==> src/rtl/karatsuba_seq_ctrl.sv <==
// Sequential Karatsuba multiplier: one shared (HALF+1)x(HALF+1) multiplier
// runs ac, bd and (a+b)(c+d) in turn, then forms the full 2*WIDTH product.
// Ports:
//   clk, rst            clock, synchronous active-high reset
//   in_valid, in_ready  operand handshake for X, Y (WIDTH bits, unsigned)
//   out_valid, out_ready result handshake for Z (2*WIDTH bits)
//   busy                high whenever the scheduler is not idle
module karatsuba_seq_ctrl #(
  parameter int WIDTH = 16
) (
  input  logic               clk,
  input  logic               rst,
  input  logic               in_valid,
  output logic               in_ready,
  input  logic [WIDTH-1:0]   X,
  input  logic [WIDTH-1:0]   Y,
  output logic               out_valid,
  input  logic               out_ready,
  output logic [2*WIDTH-1:0] Z,
  output logic               busy
);

  localparam int HALF = WIDTH / 2;
  localparam int HP   = HALF + 1;
  localparam int PW   = 2 * HALF + 2;
  localparam int ZW   = 2 * WIDTH;

  typedef enum logic [2:0] {
    IDLE,
    MUL_AC,
    MUL_BD,
    MUL_MID,
    DONE
  } state_t;

  state_t state, state_n;

  logic [HALF-1:0] a, b, c, d;
  logic [PW-1:0]   m1, m2;
  logic [ZW-1:0]   z;

  logic [HP-1:0]   sa, sc;
  logic [HP-1:0]   mul_x, mul_y;
  logic [PW-1:0]   prod;
  logic [PW-1:0]   mid;
  logic [ZW-1:0]   z_n;

  // Sums keep their carry bit so (a+b)(c+d) is exact.
  assign sa = HP'(a) + HP'(b);
  assign sc = HP'(c) + HP'(d);

  always_comb begin
    mul_x = '0;
    mul_y = '0;
    unique case (state)
      MUL_AC: begin
        mul_x = HP'(a);
        mul_y = HP'(c);
      end
      MUL_BD: begin
        mul_x = HP'(b);
        mul_y = HP'(d);
      end
      MUL_MID: begin
        mul_x = sa;
        mul_y = sc;
      end
      default: begin
        mul_x = '0;
        mul_y = '0;
      end
    endcase
  end

  assign prod = PW'(mul_x) * PW'(mul_y);

  // Middle term equals ad+bc, so it never goes negative.
  assign mid = prod - m1 - m2;

  assign z_n = (ZW'(m1) << WIDTH)
             + (ZW'(mid) << HALF)
             + ZW'(m2);

  always_comb begin
    state_n   = state;
    in_ready  = 1'b0;
    out_valid = 1'b0;
    busy      = 1'b1;
    unique case (state)
      IDLE: begin
        in_ready = 1'b1;
        busy     = 1'b0;
        if (in_valid) state_n = MUL_AC;
      end
      MUL_AC:  state_n = MUL_BD;
      MUL_BD:  state_n = MUL_MID;
      MUL_MID: state_n = DONE;
      DONE: begin
        out_valid = 1'b1;
        if (out_ready) state_n = IDLE;
      end
      default: state_n = IDLE;
    endcase
  end

  always_ff @(posedge clk) begin
    if (rst) begin
      state <= IDLE;
      a     <= '0;
      b     <= '0;
      c     <= '0;
      d     <= '0;
      m1    <= '0;
      m2    <= '0;
      z     <= '0;
    end else begin
      state <= state_n;
      if (state == IDLE && in_valid) begin
        a <= X[WIDTH-1:HALF];
        b <= X[HALF-1:0];
        c <= Y[WIDTH-1:HALF];
        d <= Y[HALF-1:0];
      end
      if (state == MUL_AC)  m1 <= prod;
      if (state == MUL_BD)  m2 <= prod;
      if (state == MUL_MID) z  <= z_n;
    end
  end

  assign Z = z;

endmodule

==> config.mk <==
export PLATFORM = sky130hd
export DESIGN_NAME = karatsuba_seq_ctrl
export DESIGN_NICKNAME = d
export VERILOG_FILES = /design/src/rtl/karatsuba_seq_ctrl.sv
export SDC_FILE = /design/constraint.sdc
export NUM_CORES = 1
export LEC_CHECK = 0
export CORE_UTILIZATION = 62
export CTS_BUF_LIST = sky130_fd_sc_hd__clkbuf_4 sky130_fd_sc_hd__clkbuf_8
export CTS_CLUSTER_DIAMETER = 60
export CTS_CLUSTER_SIZE = 8
export DETAILED_ROUTE_END_ITERATION = 6
export GPL_TIMING_DRIVEN = 1
export PLACE_DENSITY = 0.81
export SYNTH_ARGS = -nofsm -noshare
export SYNTH_HDL_FRONTEND = slang
export SYNTH_SLANG_ARGS = --single-unit
export TNS_END_PERCENT = 10
==> constraint.sdc <==
create_clock -name clk -period 13.17 [get_ports clk]
set_input_delay 1.9755 -clock clk [delete_from_list [all_inputs] [get_ports clk]]
set_output_delay 1.9755 -clock clk [all_outputs]
set_load 0.02 [all_outputs]
==> results of run 1 <==
per-layer routing:
| metal | vias to the layer above | routed length, um | track usage (%) |
|---|---|---|---|
| li1 | 3984 | - | - |
| met1 | 3764 | 8930 | 33.0 |
| met2 | 213 | 10700 | 51.7 |
| met3 | 47 | 976 | 4.54 |
| met4 | 0 | 833 | 12.3 |
| met5 | - | 0 | 0 |
path summary, 6_finish.rpt:
kind,to,slack (ps),startpoint
hold reg to reg,Z[15]$_SDFFE_PP0P_,450,Z[15]$_SDFFE_PP0P_
setup reg to reg,Z[31]$_SDFFE_PP0P_,2820,state[2]$_SDFFE_PP0P_
setup / recovery,Z[31]$_SDFFE_PP0P_,2820,state[2]$_SDFFE_PP0P_
hold / removal,Z[15]$_SDFFE_PP0P_,450,Z[15]$_SDFFE_PP0P_
sequential cells by signal (all words and copies together) (netlist names):
signal	cells
Z	32
a	8
b	8
c	8
d	8
m1	18
m2	18
state	3
area by class of cell:
cell class                      instances  area share, %
Clock buffer                           11           1.33
Clock inverter                          5          0.552
Inverter                              144           5.19
Multi-Input combinational cell        888           64.0
Sequential cell                       103           19.8
Tap cell                              184           2.21
Timing Repair Buffer                   74           6.96
cells in the mapped netlist (10+ instances only):
library cell	count
dfxtp_1	103
xor2_1	16
clkbuf_1	38
xnor2_1	40
fa_1	72
inv_1	144
nand2b_1	21
nor3_1	12
a21o_1	34
a211oi_1	13
a21oi_1	139
ha_1	105
nor2_1	78
o21ai_0	20
or2_2	12
nor2b_1	10
nand2_1	211
worst min-delay path, cell delays in order (launching register included):
cell and delay (ps):
dfxtp_1 320, nand2_1 50, a21oi_1 50
cells by family (layout without fill, tap and decap cells):
| group | count (synthesis) | in the layout | synth area share, % |
|---|---|---|---|
| AND/OR/NAND/NOR | 375 | 375 | 17.1 |
| AO/OA/AOI/OAI | 269 | 269 | 17.8 |
| buffers and inverters | 190 | 234 | 7.58 |
| adder cells (fa/ha/maj) | 177 | 177 | 29.2 |
| flip-flops | 103 | 103 | 21.8 |
| XOR/XNOR | 56 | 56 | 5.19 |
| multiplexers | 11 | 11 | 1.27 |
through the flow:
stage / hold WS (ps) / cells / utilization, % / area (um^2)
after global routing: 486 / 1409 / 70.9 / 10400
after floorplan: 432 / 1181 / - / 9440
after global placement: 437 / 1393 / 69.6 / 10200
final: 452 / 1409 / 70.9 / 10400
after CTS: 458 / 1409 / 70.9 / 10400
after detailed placement: 444 / 1393 / 69.6 / 10200
power by group through the flow:
stage               Clock, W  Sequential, W  Combinational [W]
floorplan                  0       0.000339           0.000215
global placement           0       0.000344           0.000274
detailed placement         0       0.000344           0.000277
CTS                 0.000208       0.000337           0.000282
global route        0.000220       0.000339           0.000315
finish              0.000204       0.000337           0.000282
==> flow_metrics.tcl, run 1 <==
set metrics [dict create \
    run_status "complete, but fails checks" \
    violated_checks "DRC" \
    cts-root-to-sink-buffers 2 \
    top_area_cell_type_share_of_the_netlist_area_pct 21.8 \
    p_int_w 0.000533 \
    grt_start_max_net_pins 101 \
    worstHoldPathType "reg2reg" \
    worst-slew-pin-transition_ps 1040 \
    dr.first_iter.drc_count 395 \
    track_usage_pct 28.5 \
    setup_total_negative_slack_ps 0 \
    floorplan.die.width_um 125 \
    clock-skew-final_ps 9.76 \
    vias_cell 5.68 \
    report.power.total_w 0.000824 \
    cpMostUsedCell "fa_1" \
    tritoncts "built" \
    synth.lib_cells_used.distinct 59 \
    coreArea_um2 14700 \
    cts_root_buffer "clkbuf_8" \
    filler_cell_count 1226 \
    r2r_cells 32 \
    worst-path-buf-inv 3 \
    hpwl_dp_mm 17.2 \
    n_antenna_cell 0 \
    yosysWarnings 0 \
    post-cts-setup-buffers 0 \
    vias_in_the_first_global_route 7803 \
    p_clk_share_pct 24.8 \
    synth_top_area_cells "dfxtp_1 22%, fa_1 15%, ha_1 14%" \
    synthCells 1181 \
    grt_overflow_total 0 \
    cellPowerDensity_nw_per_um2 79.0 \
    max_cap_violations 0 \
    total_of_hold_buffers_inserted_after_clock_tree_synthesis 0 \
    layout-area-overhead-vs-synth_pct 10.3 \
    place_worst_setup_slack_ps 2880 \
    crit_end_element "flip-flop" \
    count_of_nets_left_with_antenna_violations_after_detail_routing 0 \
    postSynth.asyncResetShare_pct 0 \
    path_max_fanout 32 \
    floorplan.die.height_um 125 \
    finalWeightedCongestion 0.969 \
    storage_element_area_um2 2060 \
    synth_edf_count 0 \
    yosysSeqAreaShare_pct 21.8 \
    io-pin-count 71 \
    grt_first_pass_wirelength_mm 36.2 \
    mappedNetlistArea_um2 9440 \
    final_cycle_share_pct 78.6 \
    hold_path_stages 2 \
    ys_flop_type "dfxtp_1" \
    number_of_clock_sinks 103 \
    multi_input_area_um2 6670 \
    crit_path_start_kind "flip-flop" \
    critical_path_data_arrival_time_ps 10640 \
    layout-drive-gt1-share_pct 4.00 \
    ir_drop_mv 0.0622 \
    p_seq_share_pct 40.9 \
    power_switching_w 0.000290 \
    netSwitchingFraction_pct 35.2 \
    cpMaxStageDelayCell "a222oi_1" \
    final_period_minus_worst_setup_slack_ps 10350 \
    layout_setup_ws_ps 2820 \
    cts_buffers 9 \
    portBuffers 70 \
    layout_commonest_cell "nand2_1" \
    finalSetupViolations 0 \
    cts-resized-gates 0 \
    clock_insertion_delay_worst_skew_ps 380 \
    cts.reportedPaths.clkPinSlew_ps 100 \
    finalHoldViolations 0 \
    routed-via-count 8008 \
    fp.dieArea_um2 15700 \
    syn-num-nets 1394 \
    h-tree-depth 3 \
    critical_path_depth 32 \
    share_comb_of_total_power_pct 34.2 \
    grt_setup_unrepaired "false" \
    routed_wl_mm 21.4 \
    timing.setup.critical_path_class "reg2reg" \
    number_of_antenna_violations_at_the_first_check_in_global_routing 0 \
    critPathMaxStageDelay_ps 1020 \
    power_leakage_nw 4.75 \
    fin_nets 1433 \
    drt-pass1-iter-count 7 \
    yosys_register_bits 103 \
    worst_ep_required_time_ps 13460 \
    report.final.slew_viol_count 0 \
    mostFrequentLayoutCells "211 x nand2_1, 144 x inv_1, 139 x a21oi_1, 105 x ha_1, 103 x dfxtp_1" \
    syn-mean-instance-area_um2 8.00 \
    synth_top_cell_by_area "dfxtp_1" \
    std_cell_rows 44 \
    initial_core_util_pct 64.2 \
    cp_top_family "adder cells" \
    post_drt_wl_per_cell_um 15.2 \
    drc 5 \
    max_slew_margin_pct 30.4 \
    fmax_mhz 96.6 \
]
Note: power is estimated with default switching activity, not from simulation.
==> run 2, diff against run 1 <==
==> constraint.sdc (replaced) <==
create_clock -name clk -period 10.7 [get_ports clk]
set_input_delay 1.605 -clock clk [delete_from_list [all_inputs] [get_ports clk]]
set_output_delay 1.605 -clock clk [all_outputs]
set_load 0.02 [all_outputs]
==> flow_metrics.tcl, run 2 (synthesis results as in run 1) <==
set metrics [dict create \
    n_antenna_cell 0 \
    placed_cells_incl_taps 1399 \
    total_of_hold_buffers_inserted_after_clock_tree_synthesis 0 \
    layout-drive-gt1-share_pct 4.63 \
    cts_buffers 9 \
    floorplan.die.height_um 125 \
    worstHoldPathType "reg2reg" \
    final_period_minus_worst_setup_slack_ps 9990 \
    grt_overflow_total 0 \
    finalWeightedCongestion 0.940 \
    grt_start_max_net_pins 101 \
    ff2ff_setup_slack_ps 710 \
    finalHoldViolations 0 \
    violated_checks "DRC" \
    fp.dieArea_um2 15700 \
    critical_path_data_arrival_time_ps 10290 \
    max_slew_margin_pct 30.4 \
    setup_total_negative_slack_ps 0 \
    timing.setup.critical_path_class "reg2reg" \
    layout-area-overhead-vs-synth_pct 10.8 \
    final_core_util_pct 71.2 \
    report.final.slew_viol_count 0 \
    floorplan.die.width_um 125 \
    io-pin-count 71 \
    finalSetupViolations 0 \
    worst-slew-pin-transition_ps 1040 \
    min_to "m1[14]$_SDFFE_PP0N_" \
    number_of_antenna_violations_at_the_first_check_in_global_routing 0 \
    hold_path_stages 2 \
    drt-pass1-iter-count 7 \
    hpwl_dp_mm 17.3 \
    cts.reportedPaths.clkPinSlew_ps 90 \
    ir_drop_mv 0.0804 \
    clock-skew-final_ps 14.9 \
    vias_cell 5.66 \
    cts-root-to-sink-buffers 2 \
    cpMostUsedCell "fa_1" \
    power_leakage_nw 4.77 \
    r2r_cells 39 \
    fin_nets 1441 \
    layout_commonest_cell "nand2_1" \
    cpMaxStageDelayCell "fa_1" \
    routed_wl_mm 21.8 \
    vias_in_the_first_global_route 7986 \
    track_usage_pct 28.9 \
    max_cap_violations 0 \
    drc 4 \
    post_drt_wl_per_cell_um 15.4 \
    flip_flop_count_of_the_largest_register_all_copies_and_words_added 32 \
    worst_ep_required_time_ps 10990 \
    timing.hold.ws_ps 452 \
    cellPowerDensity_nw_per_um2 95.0 \
    mostFrequentLayoutCells "211 x nand2_1, 144 x inv_1, 138 x a21oi_1, 105 x ha_1, 103 x dfxtp_1" \
    worstHoldStart "m1[14]$_SDFFE_PP0N_" \
    grt_first_pass_wirelength_mm 36.7 \
    clock_insertion_delay_worst_skew_ps 390 \
    routed-via-count 8020 \
    critPathMaxStageDelay_ps 530 \
    count_of_nets_left_with_antenna_violations_after_detail_routing 0 \
    fmax_mhz 100 \
    report.power.total_w 0.000994 \
    coreArea_um2 14700 \
    worst-path-buf-inv 5 \
    number_of_clock_sinks 103 \
    path_max_fanout 9 \
    grt_setup_unrepaired "false" \
    finalNonFillerCells 1416 \
    crit_end_element "flip-flop" \
    dr.first_iter.drc_count 338 \
    timing.rr.start "a[0]$_SDFFE_PP0P_" \
    tritoncts "built" \
    crit_path_start_kind "flip-flop" \
    cts_root_buffer "clkbuf_8" \
    critical_path.reg2reg.endpoint "Z[31]$_SDFFE_PP0P_" \
    run_status "complete, but fails checks" \
    std_cell_rows 44 \
    h-tree-depth 3 \
    final_cycle_share_pct 93.4 \
    initial_core_util_pct 64.2 \
    portBuffers 70 \
    cp_top_family "adder cells" \
]
==> run 2: worst min-delay path: cells and delay by family (launching register included) <==
family / cells / cell delay [ps]
simple gates: 1 / 50
compound gates: 1 / 50
flops: 1 / 320
==> run 2: stage by stage <==
stage	setup slack [ps]	instance area, um^2
floorplan	1450	9440
global placement	550	10300
global route	22.0	10500
finish	708	10500
CTS	205	10400
detailed placement	244	10300
==> run 2: how the worst max path moves through the flow <==
stage | from | end | slack (ps) | cells past startpoint
global route | a[0]$_SDFFE_PP0P_ | Z[31]$_SDFFE_PP0P_ | 20 | 39
CTS | c[1]$_SDFFE_PP0P_ | Z[31]$_SDFFE_PP0P_ | 200 | 37
global placement | c[1]$_SDFFE_PP0P_ | Z[31]$_SDFFE_PP0P_ | 550 | 37
floorplan | c[0]$_SDFFE_PP0P_ | Z[31]$_SDFFE_PP0P_ | 1450 | 38
detailed placement | c[1]$_SDFFE_PP0P_ | Z[31]$_SDFFE_PP0P_ | 240 | 37
finish | a[0]$_SDFFE_PP0P_ | Z[31]$_SDFFE_PP0P_ | 710 | 39
==> run 2: where the power goes <==
| group | switching (W) | leakage [nW] | total (W) | internal (W) |
|---|---|---|---|---|
| Clock | 0.000140 | 0.0845 | 0.000230 | 0.0000898 |
| Combinational | 0.000204 | 3.85 | 0.000353 | 0.000148 |
| Sequential | 0.0000146 | 0.835 | 0.000411 | 0.000397 |
==> run 2: timing repair <==
action / in CTS / in global routing
resized for setup: 0 / 1
endpoints found under the setup margin: 0 / 4
setup buffers: 0 / 2
==> run 2: area by class of cell <==
type	instances	area [um^2]
multi-input cells	888	6670
fillers	1218	4240
flip-flops and latches	103	2060
repair buffers	82	786
inverters	144	541
well taps	184	230
clock buffers	10	138
clock inverters	5	33.8
==> run 2: routing by layer <==
layer / global-route usage (%) / up-vias / share of wire, %
met5: 0 / - / 0
met4: 13.2 / 0 / 3.8
met3: 3.98 / 58 / 3.2
met2: 54.0 / 182 / 52
met1: 32.5 / 3784 / 41
li1: - / 3996 / -
